$ cat src/rtl/alu_arbiter_if.sv
// One requester's link to the ALU arbiter: operation request handshake plus
// result response handshake.
interface alu_arbiter_if #(
  parameter int DW = 32
);
  logic          req_valid;
  logic          req_ready;
  logic [2:0]    req_op;
  logic [DW-1:0] req_a;
  logic [DW-1:0] req_b;
  logic          rsp_valid;
  logic          rsp_ready;
  logic [DW-1:0] rsp_out;
  logic          rsp_zero;

  modport master (
    output req_valid, req_op, req_a, req_b, rsp_ready,
    input  req_ready, rsp_valid, rsp_out, rsp_zero
  );

  modport slave (
    input  req_valid, req_op, req_a, req_b, rsp_ready,
    output req_ready, rsp_valid, rsp_out, rsp_zero
  );
endinterface

$ cat src/rtl/alu_arbiter.sv
// Round-robin sharing of one combinational ALU between two requesters:
// accept -> execute one cycle -> hold the registered result until consumed.
//
// state  | meaning
// S_IDLE | waiting for a request; grant is combinational this cycle
// S_EXEC | operand registers drive the ALU; result captured at the edge
// S_RESP | result presented to the granted requester until rsp_ready
module alu_arbiter #(
  parameter int DW = 32
) (
  input  logic          clk,
  input  logic          rst_n,
  alu_arbiter_if.slave  req0,
  alu_arbiter_if.slave  req1,
  output logic [DW-1:0] alu_a,
  output logic [DW-1:0] alu_b,
  output logic [2:0]    alu_ctr,
  input  logic [DW-1:0] alu_out
);

  typedef enum logic [1:0] {S_IDLE, S_EXEC, S_RESP} state_t;

  state_t        state_q, state_d;
  logic          gnt_q, gnt_d;
  logic          last_q, last_d;
  logic [2:0]    op_q, op_d;
  logic [DW-1:0] a_q, a_d;
  logic [DW-1:0] b_q, b_d;
  logic [DW-1:0] res_q, res_d;
  logic          zero_q, zero_d;

  logic any_req;
  logic sel;
  logic rsp_take;

  // On a tie the requester that did not win last time gets the grant.
  assign any_req  = req0.req_valid | req1.req_valid;
  assign sel      = (req0.req_valid & req1.req_valid) ? ~last_q : req1.req_valid;
  assign rsp_take = gnt_q ? req1.rsp_ready : req0.rsp_ready;

  always_ff @(posedge clk or negedge rst_n) begin
    if (!rst_n) begin
      state_q <= S_IDLE;
      gnt_q   <= 1'b0;
      last_q  <= 1'b1;
      op_q    <= '0;
      a_q     <= '0;
      b_q     <= '0;
      res_q   <= '0;
      zero_q  <= 1'b0;
    end else begin
      state_q <= state_d;
      gnt_q   <= gnt_d;
      last_q  <= last_d;
      op_q    <= op_d;
      a_q     <= a_d;
      b_q     <= b_d;
      res_q   <= res_d;
      zero_q  <= zero_d;
    end
  end

  always_comb begin
    state_d = state_q;
    gnt_d   = gnt_q;
    last_d  = last_q;
    op_d    = op_q;
    a_d     = a_q;
    b_d     = b_q;
    res_d   = res_q;
    zero_d  = zero_q;
    case (state_q)
      S_IDLE: begin
        if (any_req) begin
          gnt_d   = sel;
          last_d  = sel;
          op_d    = sel ? req1.req_op : req0.req_op;
          a_d     = sel ? req1.req_a  : req0.req_a;
          b_d     = sel ? req1.req_b  : req0.req_b;
          state_d = S_EXEC;
        end
      end
      S_EXEC: begin
        res_d   = alu_out;
        zero_d  = (alu_out == '0);
        state_d = S_RESP;
      end
      S_RESP: begin
        if (rsp_take) state_d = S_IDLE;
      end
      default: state_d = S_IDLE;
    endcase
  end

  always_comb begin
    req0.req_ready = 1'b0;
    req1.req_ready = 1'b0;
    req0.rsp_valid = 1'b0;
    req1.rsp_valid = 1'b0;
    req0.rsp_out   = '0;
    req1.rsp_out   = '0;
    req0.rsp_zero  = 1'b0;
    req1.rsp_zero  = 1'b0;
    if (state_q == S_IDLE && any_req) begin
      if (sel) req1.req_ready = 1'b1;
      else     req0.req_ready = 1'b1;
    end
    if (state_q == S_RESP) begin
      if (gnt_q) begin
        req1.rsp_valid = 1'b1;
        req1.rsp_out   = res_q;
        req1.rsp_zero  = zero_q;
      end else begin
        req0.rsp_valid = 1'b1;
        req0.rsp_out   = res_q;
        req0.rsp_zero  = zero_q;
      end
    end
  end

  assign alu_a   = a_q;
  assign alu_b   = b_q;
  assign alu_ctr = op_q;

endmodule

$ cat src/flat_wrapper.sv
// flat-port wrapper written by rule: the top's interface ports become plain ports
module alu_arbiter_flat 
#(
  parameter int DW = 32
)
  (clk, rst_n, alu_a, alu_b, alu_ctr, alu_out, req0_req_valid, req0_req_op, req0_req_a, req0_req_b, req0_rsp_ready, req0_req_ready, req0_rsp_valid, req0_rsp_out, req0_rsp_zero, req1_req_valid, req1_req_op, req1_req_a, req1_req_b, req1_rsp_ready, req1_req_ready, req1_rsp_valid, req1_rsp_out, req1_rsp_zero);
  alu_arbiter_if #(.DW(DW)) req0_i ();
  alu_arbiter_if #(.DW(DW)) req1_i ();
  input  logic clk;
  input  logic rst_n;
  output logic [DW-1:0] alu_a;
  output logic [DW-1:0] alu_b;
  output logic [2:0] alu_ctr;
  input  logic [DW-1:0] alu_out;
  input wire logic [$bits(req0_i.req_valid)-1:0] req0_req_valid;
  input wire logic [$bits(req0_i.req_op)-1:0] req0_req_op;
  input wire logic [$bits(req0_i.req_a)-1:0] req0_req_a;
  input wire logic [$bits(req0_i.req_b)-1:0] req0_req_b;
  input wire logic [$bits(req0_i.rsp_ready)-1:0] req0_rsp_ready;
  output wire logic [$bits(req0_i.req_ready)-1:0] req0_req_ready;
  output wire logic [$bits(req0_i.rsp_valid)-1:0] req0_rsp_valid;
  output wire logic [$bits(req0_i.rsp_out)-1:0] req0_rsp_out;
  output wire logic [$bits(req0_i.rsp_zero)-1:0] req0_rsp_zero;
  input wire logic [$bits(req1_i.req_valid)-1:0] req1_req_valid;
  input wire logic [$bits(req1_i.req_op)-1:0] req1_req_op;
  input wire logic [$bits(req1_i.req_a)-1:0] req1_req_a;
  input wire logic [$bits(req1_i.req_b)-1:0] req1_req_b;
  input wire logic [$bits(req1_i.rsp_ready)-1:0] req1_rsp_ready;
  output wire logic [$bits(req1_i.req_ready)-1:0] req1_req_ready;
  output wire logic [$bits(req1_i.rsp_valid)-1:0] req1_rsp_valid;
  output wire logic [$bits(req1_i.rsp_out)-1:0] req1_rsp_out;
  output wire logic [$bits(req1_i.rsp_zero)-1:0] req1_rsp_zero;
  assign req0_i.req_valid = req0_req_valid;
  assign req0_i.req_op = req0_req_op;
  assign req0_i.req_a = req0_req_a;
  assign req0_i.req_b = req0_req_b;
  assign req0_i.rsp_ready = req0_rsp_ready;
  assign req0_req_ready = req0_i.req_ready;
  assign req0_rsp_valid = req0_i.rsp_valid;
  assign req0_rsp_out = req0_i.rsp_out;
  assign req0_rsp_zero = req0_i.rsp_zero;
  assign req1_i.req_valid = req1_req_valid;
  assign req1_i.req_op = req1_req_op;
  assign req1_i.req_a = req1_req_a;
  assign req1_i.req_b = req1_req_b;
  assign req1_i.rsp_ready = req1_rsp_ready;
  assign req1_req_ready = req1_i.req_ready;
  assign req1_rsp_valid = req1_i.rsp_valid;
  assign req1_rsp_out = req1_i.rsp_out;
  assign req1_rsp_zero = req1_i.rsp_zero;
  alu_arbiter #(.DW(DW)) u_core (.clk(clk), .rst_n(rst_n), .req0(req0_i), .req1(req1_i), .alu_a(alu_a), .alu_b(alu_b), .alu_ctr(alu_ctr), .alu_out(alu_out));
endmodule
$ cat config.mk
export PLATFORM = sky130hd
export DESIGN_NAME = alu_arbiter_flat
export DESIGN_NICKNAME = d
export VERILOG_FILES = /design/src/rtl/alu_arbiter_if.sv /design/src/rtl/alu_arbiter.sv /design/src/flat_wrapper.sv
export SDC_FILE = /design/constraint.sdc
export NUM_CORES = 1
export LEC_CHECK = 0
export CAP_MARGIN = 5
export CORE_MARGIN = 2
export CORE_UTILIZATION = 34
export CTS_CLUSTER_DIAMETER = 50
export DETAILED_ROUTE_END_ITERATION = 12
export GPL_ROUTABILITY_DRIVEN = 0
export PLACE_DENSITY_LB_ADDON = 0.05
export SYNTH_ARGS = -nofsm -noshare
export SYNTH_HDL_FRONTEND = slang
export SYNTH_SLANG_ARGS = --single-unit
$ cat constraint.sdc
create_clock -name clk -period 1.6 [get_ports clk]
set_input_delay 0.4 -clock clk [delete_from_list [all_inputs] [get_ports clk]]
set_output_delay 0.4 -clock clk [all_outputs]
set_load 0.02 [all_outputs]
==> summary.md, run 1 <==
| Metric | Value |
|---|---|
| DRT iter0 DRCs | `354` |
| WHS | `0.4324 ns` |
| CTS Sinks | `104` |
| Final period util | `1.293` |
| Die area | `0.01557 mm2` |
| Switching share of power | `0.4004` |
| Chip Width | `124.8 um` |
| Pin count of the biggest net entering global routing | `69` |
| Static Leak | `4.367 nW` |
| Min-delay worst type | `in -> async` |
| Area growth from synthesis to layout | `90.09%` |
| Ratio of cells with drive above 1 in the final layout | `0.2703` |
| RSZ-0062 raised after global routing | `yes` |
| Share of the synthesized area in the top cell type | `0.5195` |
| HPWL Detailed | `12.38 mm` |
| CTS root buf | `clkbuf_16` |
| Count leader, synth | `dfrtp_1` |
| Status | `finished, violations left` |
| Max-slew violations | `0` |
| Sw power | `6.740 mW` |
| Slew @ Worst Pin | `0.6837 ns` |
| Clock network power share | `0.122` |
| Tot GR Track Use | `0.2491` |
| Peak VDD IR | `0.7520 mV` |
| Cell area after layout | `0.009430 mm2` |
| TritonRoute pass-1 iters | `5` |
| Part of the power in combinational logic | `0.591` |
| Final setup margin | `-0.4681 ns` |
| Clock skew | `0.009937 ns` |
| Synth Net Count | `644` |
| Fillers | `1155` |
| Die Ht | `124.8 um` |
| Row cnt | `44` |
| Flop pwr share | `0.286` |
| CTS tree | `yes` |
| Number of global-route vias before repair | `5405` |
| Max Cap Viol | `0` |
| Avg Cell Area, Syn | `10.51 um2` |
| #FFs+latches synth | `104` |
| IO Count | `309` |
| Post-layout util | `0.6563` |
| Leading area contributor after synthesis | `dfrtp_1` |
| Failing checks | `setup timing` |
| Synth Instances | `472` |
| Worst setup EP type | `output port` |
| CTS buffer count | `9` |
| Seq/Total Area, Yosys | `0.5248` |
| # H-tree levels | `3` |
| Placed inst area | `0.008387 mm2` |
| GRT overflow | `0` |
| Worst EP arrival | `1.67 ns` |
| Yosys warns | `0` |
| Worst EP required | `1.20 ns` |
| WL/cell | `20.54 um` |
| Power per cell area | `1785 mW/mm2` |
| DRC Markers | `0` |
| Initial Util | `0.3453` |
| Core Box Area | `0.01437 mm2` |
| Most frequent cells after synthesis | `dfrtp_1 (103), nand2_1 (97), a221o_1 (67), o21a_1 (67), and2_1 (66)` |
| Unique masters post-synth | `24` |
| Netlist Area Pre-Place | `0.004961 mm2` |
| Fin crit period | `2.068 ns` |
| Max Freq | `0.4835 GHz` |
| Fin. Hold Viols | `0` |
| Most used DFF post-synth | `dfrtp_1` |
| Antenna Nets Post-Route | `0` |
| CP Launch Type | `register` |
| WL final | `20.54 mm` |
| DR vias | `5243` |
| Clk buf depth | `2` |
| Asr flop ratio synth | `1.000` |
| Number of port buffers | `308` |
| First-pass GRT wire length | `30.38 mm` |
| NumNets Final | `981` |
| Slew headroom | `0.5421` |
| Initial antenna violation count | `2` |
| Int Pwr | `10.09 mW` |
| Worst Path Max Fanout | `6` |
| Crit path kind | `reg -> out` |
| Clk Latency, worst-skew pair | `0.34 ns` |
| EDFF count, synth | `0` |
| Top post-synthesis cells by area | `dfrtp_1 (52%), a221o_1 (14%), o21a_1 (10%)` |
| Worst-path clk slew | `0.07 ns` |
| Via/cell ratio | `5.243` |
| Final setup viols | `135` |
-- power groups by stage --
| stage | Combinational, mW | Sequential [mW] | Clock (mW) |
|---|---|---|---|
| 6_report | 9.96 | 4.82 | 2.06 |
| 5_1_grt | 10.6 | 4.97 | 2.20 |
| 4_1_cts | 9.67 | 4.77 | 2.09 |
| 3_5_place_dp | 8.74 | 4.77 | 0 |
| 3_3_place_gp | 8.56 | 4.73 | 0 |
| 2_1_floorplan | 3.95 | 5.66 | 0 |
-- repair_timing --
item                       CTS  global route
hold buffers                 1             0
gates cloned                11             6
hold endpoints to repair     4             0
gates resized for setup    557            14
pin swaps                   12             8
buffers inserted            14             5
setup endpoints to repair  239           140
-- registers in the layout, indices dropped and copies added, names as in the netlist --
register and cells:
u_core.res_q 32, u_core.alu_b 32, u_core.gnt_q 1, u_core.alu_a 32
u_core.alu_ctr 3, u_core.last_q 1, u_core.zero_q 1, u_core.state_q 2
-- per-layer routing --
| metal | track usage | share of wire | up-vias |
|---|---|---|---|
| met5 | 0 | 0 | - |
| met4 | 0.07997 | 0.025 | 0 |
| met3 | 0.05971 | 0.070 | 38 |
| met2 | 0.4536 | 0.52 | 248 |
| met1 | 0.2867 | 0.38 | 2582 |
| li1 | - | - | 2375 |
-- area by class of cell --
cell class,count,area [um2],area share
Multi-Input combinational cell,324,2331,0.2472
Sequential cell,104,2604,0.2761
Tap cell,184,230.2,0.02441
Inverter,2,7.507,0.0007961
Antenna cell,2,5.005,0.0005307
Clock inverter,3,17.52,0.001858
Clock buffer,13,250.2,0.02654
Timing Repair Buffer,368,3985,0.4226
-- worst paths after layout --
check	slack (ns)	cells past startpoint	startpoint	to
max in group asynchronous	0.62	3	rst_n	u_core.alu_b[6]
worst min register to register	0.50	2	u_core.res_q[20]	u_core.res_q[20]
min in group clk	0.50	2	u_core.res_q[20]	u_core.res_q[20]
worst max-delay path	-0.47	7	u_core.state_q[0]	req1_rsp_out[15]
worst min-delay path	0.43	2	rst_n	u_core.alu_a[1]
worst max register to register	-0.18	5	u_core.state_q[1]	u_core.alu_b[22]
-- critical path, stage by stage, from the launching register on --
cell and delay [ns]:
dfrtp_1 0.39, nand2b_4 0.17, nor2_4 0.16, buf_12 0.14
buf_16 0.12, buf_12 0.10, and2_4 0.14, buf_6 0.11
-- metrics by stage --
| stage | setup slack (ns) | std cells | power [mW] | setup TNS, ns |
|---|---|---|---|---|
| 2_1_floorplan | -0.03627 | 472 | 9.613 | -0.6521 |
| 3_3_place_gp | -0.7462 | 947 | 13.28 | -78.66 |
| 3_5_place_dp | -0.7708 | 947 | 13.51 | -84.33 |
| 4_1_cts | -0.4491 | 989 | 16.52 | -32.30 |
| 5_1_grt | -0.5203 | 998 | 17.76 | -40.39 |
| 6_report | -0.4681 | 1000 | 16.83 | -32.85 |
-- cells in the final DEF (no fill, tap or decap), drive strengths merged --
master | synthesis | routed
clkinv | 0 | 2
nand2b | 2 | 2
o21ai | 1 | 1
clkbuf | 25 | 17
o31ai | 1 | 1
dfrtp | 103 | 103
dlygate4sd3 | 0 | 1
clkinvlp | 0 | 1
o21a | 67 | 67
inv | 2 | 2
a221o | 67 | 67
dfstp | 1 | 1
and2 | 66 | 66
nand4 | 2 | 2
diode | 0 | 2
nor3b | 1 | 1
nor2 | 4 | 4
a21o | 2 | 2
mux2 | 1 | 1
buf | 18 | 122
nor4 | 8 | 8
nand2 | 97 | 97
nor2b | 1 | 2
dlygate4sd2 | 0 | 69
bufbuf | 0 | 4
clkdlybuf4s50 | 0 | 168
a21bo | 1 | 1
or2 | 2 | 2
-- cell families after synthesis --
| kind of cell | Yosys count | share of synthesized area |
|---|---|---|
| buffers and inverters | 45 | 0.04590 |
| AND/OR/NAND/NOR | 183 | 0.1829 |
| multiplexers | 1 | 0.002270 |
| flip-flops | 104 | 0.5248 |
| AO/OA/AOI/OAI | 139 | 0.2441 |
Power figures use the tool's default switching activity.
==> run 2, diff against run 1 <==
GPL_TIMING_DRIVEN = 0   (was unset)
==> run 2 against run 1 <==
Compared with the run above:
- the run still ends with setup timing left
- utilization is 0.94 points higher
- cell count rose by 1.7%
- maximum frequency up 2.1%
- wire length down 6.6%
- register-to-register slack worse by 0.10 ns
- flip-flop and latch count unchanged
- global-route usage down 0.57 points
- first-iteration DRC count fell by 36%
- power increased by 6.0%
- critical path depth down 1
- cell area rose by 1.4%
- combinational power is 5% higher
- highest routed layer unchanged
==> summary.md, run 2 (synthesis gave the netlist of run 1 again) <==
| Metric | Value |
|---|---|
| Status | `finished, violations left` |
| Failing checks | `setup timing` |
| WL/cell | `18.86 um` |
| Slowest CP cell | `dfrtp_1` |
| Crit path max-delay family | `simple AND/OR/NAND/NOR gates` |
| Switching share of power | `0.3798` |
| Chip Width | `124.8 um` |
| TritonRoute pass-1 iters | `5` |
| Worst path cell trace | `nand2b_4, nor2_4, buf_6, clkbuf_16, and2_4, buf_6` |
| Crit path kind | `reg -> out` |
| # H-tree levels | `3` |
| Tot GR Track Use | `0.2433` |
| Slew @ Worst Pin | `0.6522 ns` |
| Worst EP arrival | `1.63 ns` |
| Pin count of the biggest net entering global routing | `60` |
| Worst-path clk slew | `0.07 ns` |
| Fin crit period | `2.025 ns` |
| NumNets Final | `1000` |
| Flop pwr share | `0.270` |
| Post-Place Setup Slack | `-1.130 ns` |
| Max-slew violations | `0` |
| Ant diodes | `0` |
| Buf/Inv on CP | `3` |
| Clk Latency, worst-skew pair | `0.35 ns` |
| Initial Util | `0.3453` |
| Sw power | `6.778 mW` |
| Placed inst area | `0.008359 mm2` |
| Commonest non-fill, non-tap cell in the layout | `clkdlybuf4s50_1` |
| CTS Sinks | `104` |
| CTS root buf | `clkbuf_16` |
| Worst r2r src | `u_core.state_q[1]` |
| Met3 Use GR | `0.06229` |
| Core Box Area | `0.01437 mm2` |
| Static Leak | `4.462 nW` |
| Worst Path Max Fanout | `6` |
| Die area | `0.01557 mm2` |
| Clock network power share | `0.140` |
| Antenna Nets Post-Route | `0` |
| Met2 usage | `0.4368` |
| Int Pwr | `11.07 mW` |
| Power per cell area | `1866 mW/mm2` |
| Clk buf depth | `2` |
| Final period util | `1.266` |
| CP Launch Type | `register` |
| Max Cap Viol | `0` |
| GRT Max-Usage Layer | `met2` |
| RSZ-0062 raised after global routing | `yes` |
| Max Freq | `0.4937 GHz` |
| Number of port buffers | `308` |
| Via/cell ratio | `5.134` |
| WL final | `19.18 mm` |
| Final setup margin | `-0.4254 ns` |
| IO Count | `309` |
| HPWL Detailed | `13.81 mm` |
| Max incr delay on CP | `0.39 ns` |
| Crit. Startpoint | `u_core.state_q[0]` |
| Most frequent cells in the layout | `clkdlybuf4s50_1 (168), dfrtp_1 (102), nand2_1 (97), buf_6 (81), dlygate4sd2_1 (69)` |
| Row cnt | `44` |
| Number of global-route vias before repair | `5532` |
| DR vias | `5221` |
| Ratio of cells with drive above 1 in the final layout | `0.2821` |
| Clock skew | `0.007288 ns` |
| Slew headroom | `0.5652` |
| First-pass GRT wire length | `29.99 mm` |
| Die Ht | `124.8 um` |
| Min-delay worst type | `in -> async` |
| Hold-fix buffers, CTS | `0` |
| DRC Markers | `0` |
| Worst setup EP type | `output port` |
| Fin. Hold Viols | `0` |
| Cell area after layout | `0.009565 mm2` |
| Worst EP required | `1.20 ns` |
| Area growth from synthesis to layout | `92.81%` |
| Most frequent CP cell | `buf_6` |
| Initial antenna violation count | `0` |
| Part of the power in combinational logic | `0.590` |
| DRT iter0 DRCs | `227` |
| GR Util met1 | `0.2759` |
| GRT overflow | `0` |
| CTS tree | `yes` |
| CTS buffer count | `9` |
| Peak VDD IR | `0.8178 mV` |
| Final setup viols | `139` |
-- run 2: cell count changes in the layout (fill, tap and decap cells not counted), moves of 3 or more --
cell,change
buf_8,+15
buf_4,-14
clkbuf_2,+9
buf_12,-7
buf_6,+7
and2_2,-5
buf_2,+5
bufbuf_16,-4
and2_4,+3
bufinv_16,+3
clkbuf_1,+3
-- run 2: metal layers --
layer  share of wire  wire length (um)  up-vias
li1                -                 -     2413
met1            0.38              7304     2546
met2            0.52              9963      228
met3           0.072              1387       34
met4           0.027               521        0
met5               0                 0        -
-- run 2: path summary, 6_finish.rpt --
path | end | slack [ns] | cells past startpoint
max | req1_rsp_out[5] | -0.43 | 6
min | u_core.res_q[17] | 0.06 | 1
max reg2reg | u_core.alu_b[4] | -0.28 | 8
min reg2reg | u_core.res_q[16] | 0.49 | 2
max in group asynchronous | u_core.last_q | 0.79 | 2
min in group clk | u_core.res_q[16] | 0.49 | 2
-- run 2: cell type report --
| cell class | instances | area [um2] |
|---|---|---|
| clock buffers | 9 | 225.2 |
| flip-flops and latches | 104 | 2605 |
| repair buffers | 345 | 3633 |
| inverters | 2 | 7.507 |
| fillers | 1211 | 4803 |
| plain buffers | 43 | 440.4 |
| multi-input cells | 323 | 2313 |
| well taps | 184 | 230.2 |
| clock inverters | 7 | 110.1 |
-- run 2: stage by stage --
step                      setup TNS [ns]  cells  hold WS, ns  utilization  total power, mW
after floorplan                  -0.6521    472       0.1044            -            9.613
after detailed placement          -92.33    965       0.4675       0.5818            13.57
after global routing              -45.48   1017       0.1054       0.6657            18.89
after CTS                         -32.92   1010      0.08613       0.6556            17.64
final                             -36.06   1017      0.06183       0.6657            17.85
after global placement           -498.59    964       0.4664       0.5800            13.37
-- run 2: worst reg2reg max path: cells and delay by family (launching register included) --
family	cells	cell delay, ns
buf+inv	5	0.66
compound gates	2	0.45
flops	1	0.42
simple gates	1	0.24
-- run 2: repair_timing --
item / in CTS / in global routing
setup endpoints to repair: 206 / 170
resized for setup: 602 / 46
pin swaps: 88 / 6
setup buffers: 18 / 8
gates cloned: 11 / 2
endpoints found under the hold margin: 0 / 0
-- run 2: power by group through the flow --
| stage | clock, mW | sequential [mW] | combinational, mW |
|---|---|---|---|
| 2_1_floorplan | 0 | 5.66 | 3.95 |
| 3_3_place_gp | 0 | 4.74 | 8.63 |
| 3_5_place_dp | 0 | 4.79 | 8.78 |
| 4_1_cts | 2.56 | 4.78 | 10.3 |
| 5_1_grt | 2.66 | 4.99 | 11.2 |
| 6_report | 2.50 | 4.82 | 10.5 |
==> run 3, diff against run 2 <==
SKIP_LAST_GASP = 1   (was unset)
==> run 3 against run 2 <==
Compared with the run above:
- worst setup slack is essentially flat
- clock skew is essentially flat
- critical endpoint is now req1_rsp_out[27]
- the run still ends with setup timing left
- combinational power is essentially flat
- sequential power is essentially flat
- cell area shrank 1.6%
- utilization shrank 1.1 points
- via count shrank 1.1%
- maximum frequency is essentially flat
==> summary.md, run 3 (synthesis gave the netlist of run 1 again) <==
| Metric | Value |
|---|---|
| Number of global-route vias before repair | `5524` |
| Chip Width | `124.8 um` |
| WL final | `18.94 mm` |
| Area growth from synthesis to layout | `89.66%` |
| Number of port buffers | `308` |
| Final setup margin | `-0.4249 ns` |
| RSZ-0062 raised after global routing | `yes` |
| Power per cell area | `1873 mW/mm2` |
| CP Launch Type | `register` |
| Post-layout util | `0.6548` |
| Slew @ Worst Pin | `0.6456 ns` |
| R2r setup slk | `-0.36 ns` |
| # H-tree levels | `3` |
| Buf/Inv on CP | `2` |
| Final period util | `1.266` |
| Multi-input gate area | `0.002287 mm2` |
| Crit path kind | `reg -> out` |
| Worst path cell trace | `nand2b_4, nor2_4, buf_8, and2_1, clkdlybuf4s15_2` |
| Placed inst area | `0.008359 mm2` |
| TritonRoute pass-1 iters | `5` |
| Clock skew | `0.006882 ns` |
| First-pass GRT wire length | `30.04 mm` |
| Via/cell ratio | `5.089` |
| Die area | `0.01557 mm2` |
| Most frequent cells in the layout | `clkdlybuf4s50_1 (168), dfrtp_1 (102), nand2_1 (97), dlygate4sd2_1 (69)` |
| Commonest non-fill, non-tap cell in the layout | `clkdlybuf4s50_1` |
| Antenna Nets Post-Route | `0` |
| Peak VDD IR | `0.8157 mV` |
| Min-delay worst type | `in -> async` |
| DRC Markers | `0` |
| NumNets Final | `998` |
| Max Cap Viol | `0` |
| Failing checks | `setup timing` |
| CTS Sinks | `104` |
| CTS tree | `yes` |
| Fin crit period | `2.025 ns` |
| Final setup viols | `139` |
| Pin count of the biggest net entering global routing | `60` |
| WL/cell | `18.66 um` |
| Max Freq | `0.4938 GHz` |
| IO Count | `309` |
| Worst setup EP type | `output port` |
| Clk Latency, worst-skew pair | `0.35 ns` |
| Slew headroom | `0.5696` |
| Tot GR Track Use | `0.2434` |
| Total area of sequential cells | `0.002605 mm2` |
| DR vias | `5165` |
| Static Leak | `4.396 nW` |
| Cell area after layout | `0.009409 mm2` |
| Core Box Area | `0.01437 mm2` |
| DRT iter0 DRCs | `196` |
| Initial Util | `0.3453` |
| Ant diodes | `0` |
| Ratio of cells with drive above 1 in the final layout | `0.2732` |
| Worst-path clk slew | `0.07 ns` |
| Worst EP arrival | `1.62 ns` |
| Status | `finished, violations left` |
| Worst Path Max Fanout | `10` |
| Worst EP required | `1.20 ns` |
| Post-Place Setup Slack | `-1.130 ns` |
| CTS root buf | `clkbuf_16` |
| Clk buf depth | `2` |
| Max incr delay on CP | `0.39 ns` |
| Fillers | `1235` |
| Initial antenna violation count | `0` |
| HPWL Detailed | `13.81 mm` |
| Row cnt | `44` |
| Crit path max-delay family | `simple AND/OR/NAND/NOR gates` |
| Fin. Hold Viols | `0` |
| Die Ht | `124.8 um` |
| CTS buffer count | `9` |
| WHS | `0.06050 ns` |
| Slowest CP cell | `dfrtp_1` |
| Max-slew violations | `0` |
| GRT overflow | `0` |
run 3: cell count changes in the layout (fill, tap and decap cells not counted), sizes merged:
| cell | before | now |
|---|---|---|
| buf | 128 | 123 |
| clkbuf | 32 | 28 |
| clkdlybuf4s15 | 0 | 7 |
run 3: worst paths after layout:
check / from / to / cells past startpoint
setup / recovery: u_core.state_q[0] / req1_rsp_out[27] / 5
hold / removal: rst_n / u_core.res_q[17] / 1
setup reg to reg: u_core.state_q[1] / u_core.alu_b[4] / 9
hold reg to reg: u_core.res_q[16] / u_core.res_q[16] / 2
max in group asynchronous: rst_n / u_core.last_q / 2
min in group clk: u_core.res_q[16] / u_core.res_q[16] / 2
run 3: layout make-up:
class	count	share of cell area
Buffer	43	0.04654
Sequential cell	104	0.2769
Multi-Input combinational cell	323	0.2431
Clock inverter	7	0.01170
Tap cell	184	0.02447
Clock buffer	9	0.02394
Inverter	2	0.0007979
Timing Repair Buffer	343	0.3726
run 3: layer usage:
layer,part of all wire,vias up,track usage
li1,-,2407,-
met2,0.51,213,0.4356
met3,0.076,35,0.06357
met1,0.38,2510,0.2763
met4,0.031,0,0.09518
met5,0,-,0
run 3: through the flow:
step                      power [mW]  std cells  setup TNS [ns]
after floorplan                9.613        472         -0.6521
final                          17.62       1015          -44.81
after global routing           18.67       1015          -54.64
after detailed placement       13.57        965          -92.33
after global placement         13.37        964         -498.59
after CTS                      17.54       1010          -34.88
run 3: timing repair:
action	CTS	global route
cloned	11	0
resized for setup	546	48
buffers inserted	18	9
endpoints found under the setup margin	206	170
pin swaps	84	9
hold buffers	0	0
run 3: report_power, final:
group,switching [mW],total (mW),internal [mW]
Sequential,0.836,4.80,3.96
Clock,0.980,2.50,1.52
Combinational,4.89,10.3,5.43
Total,6.71,17.6,10.9
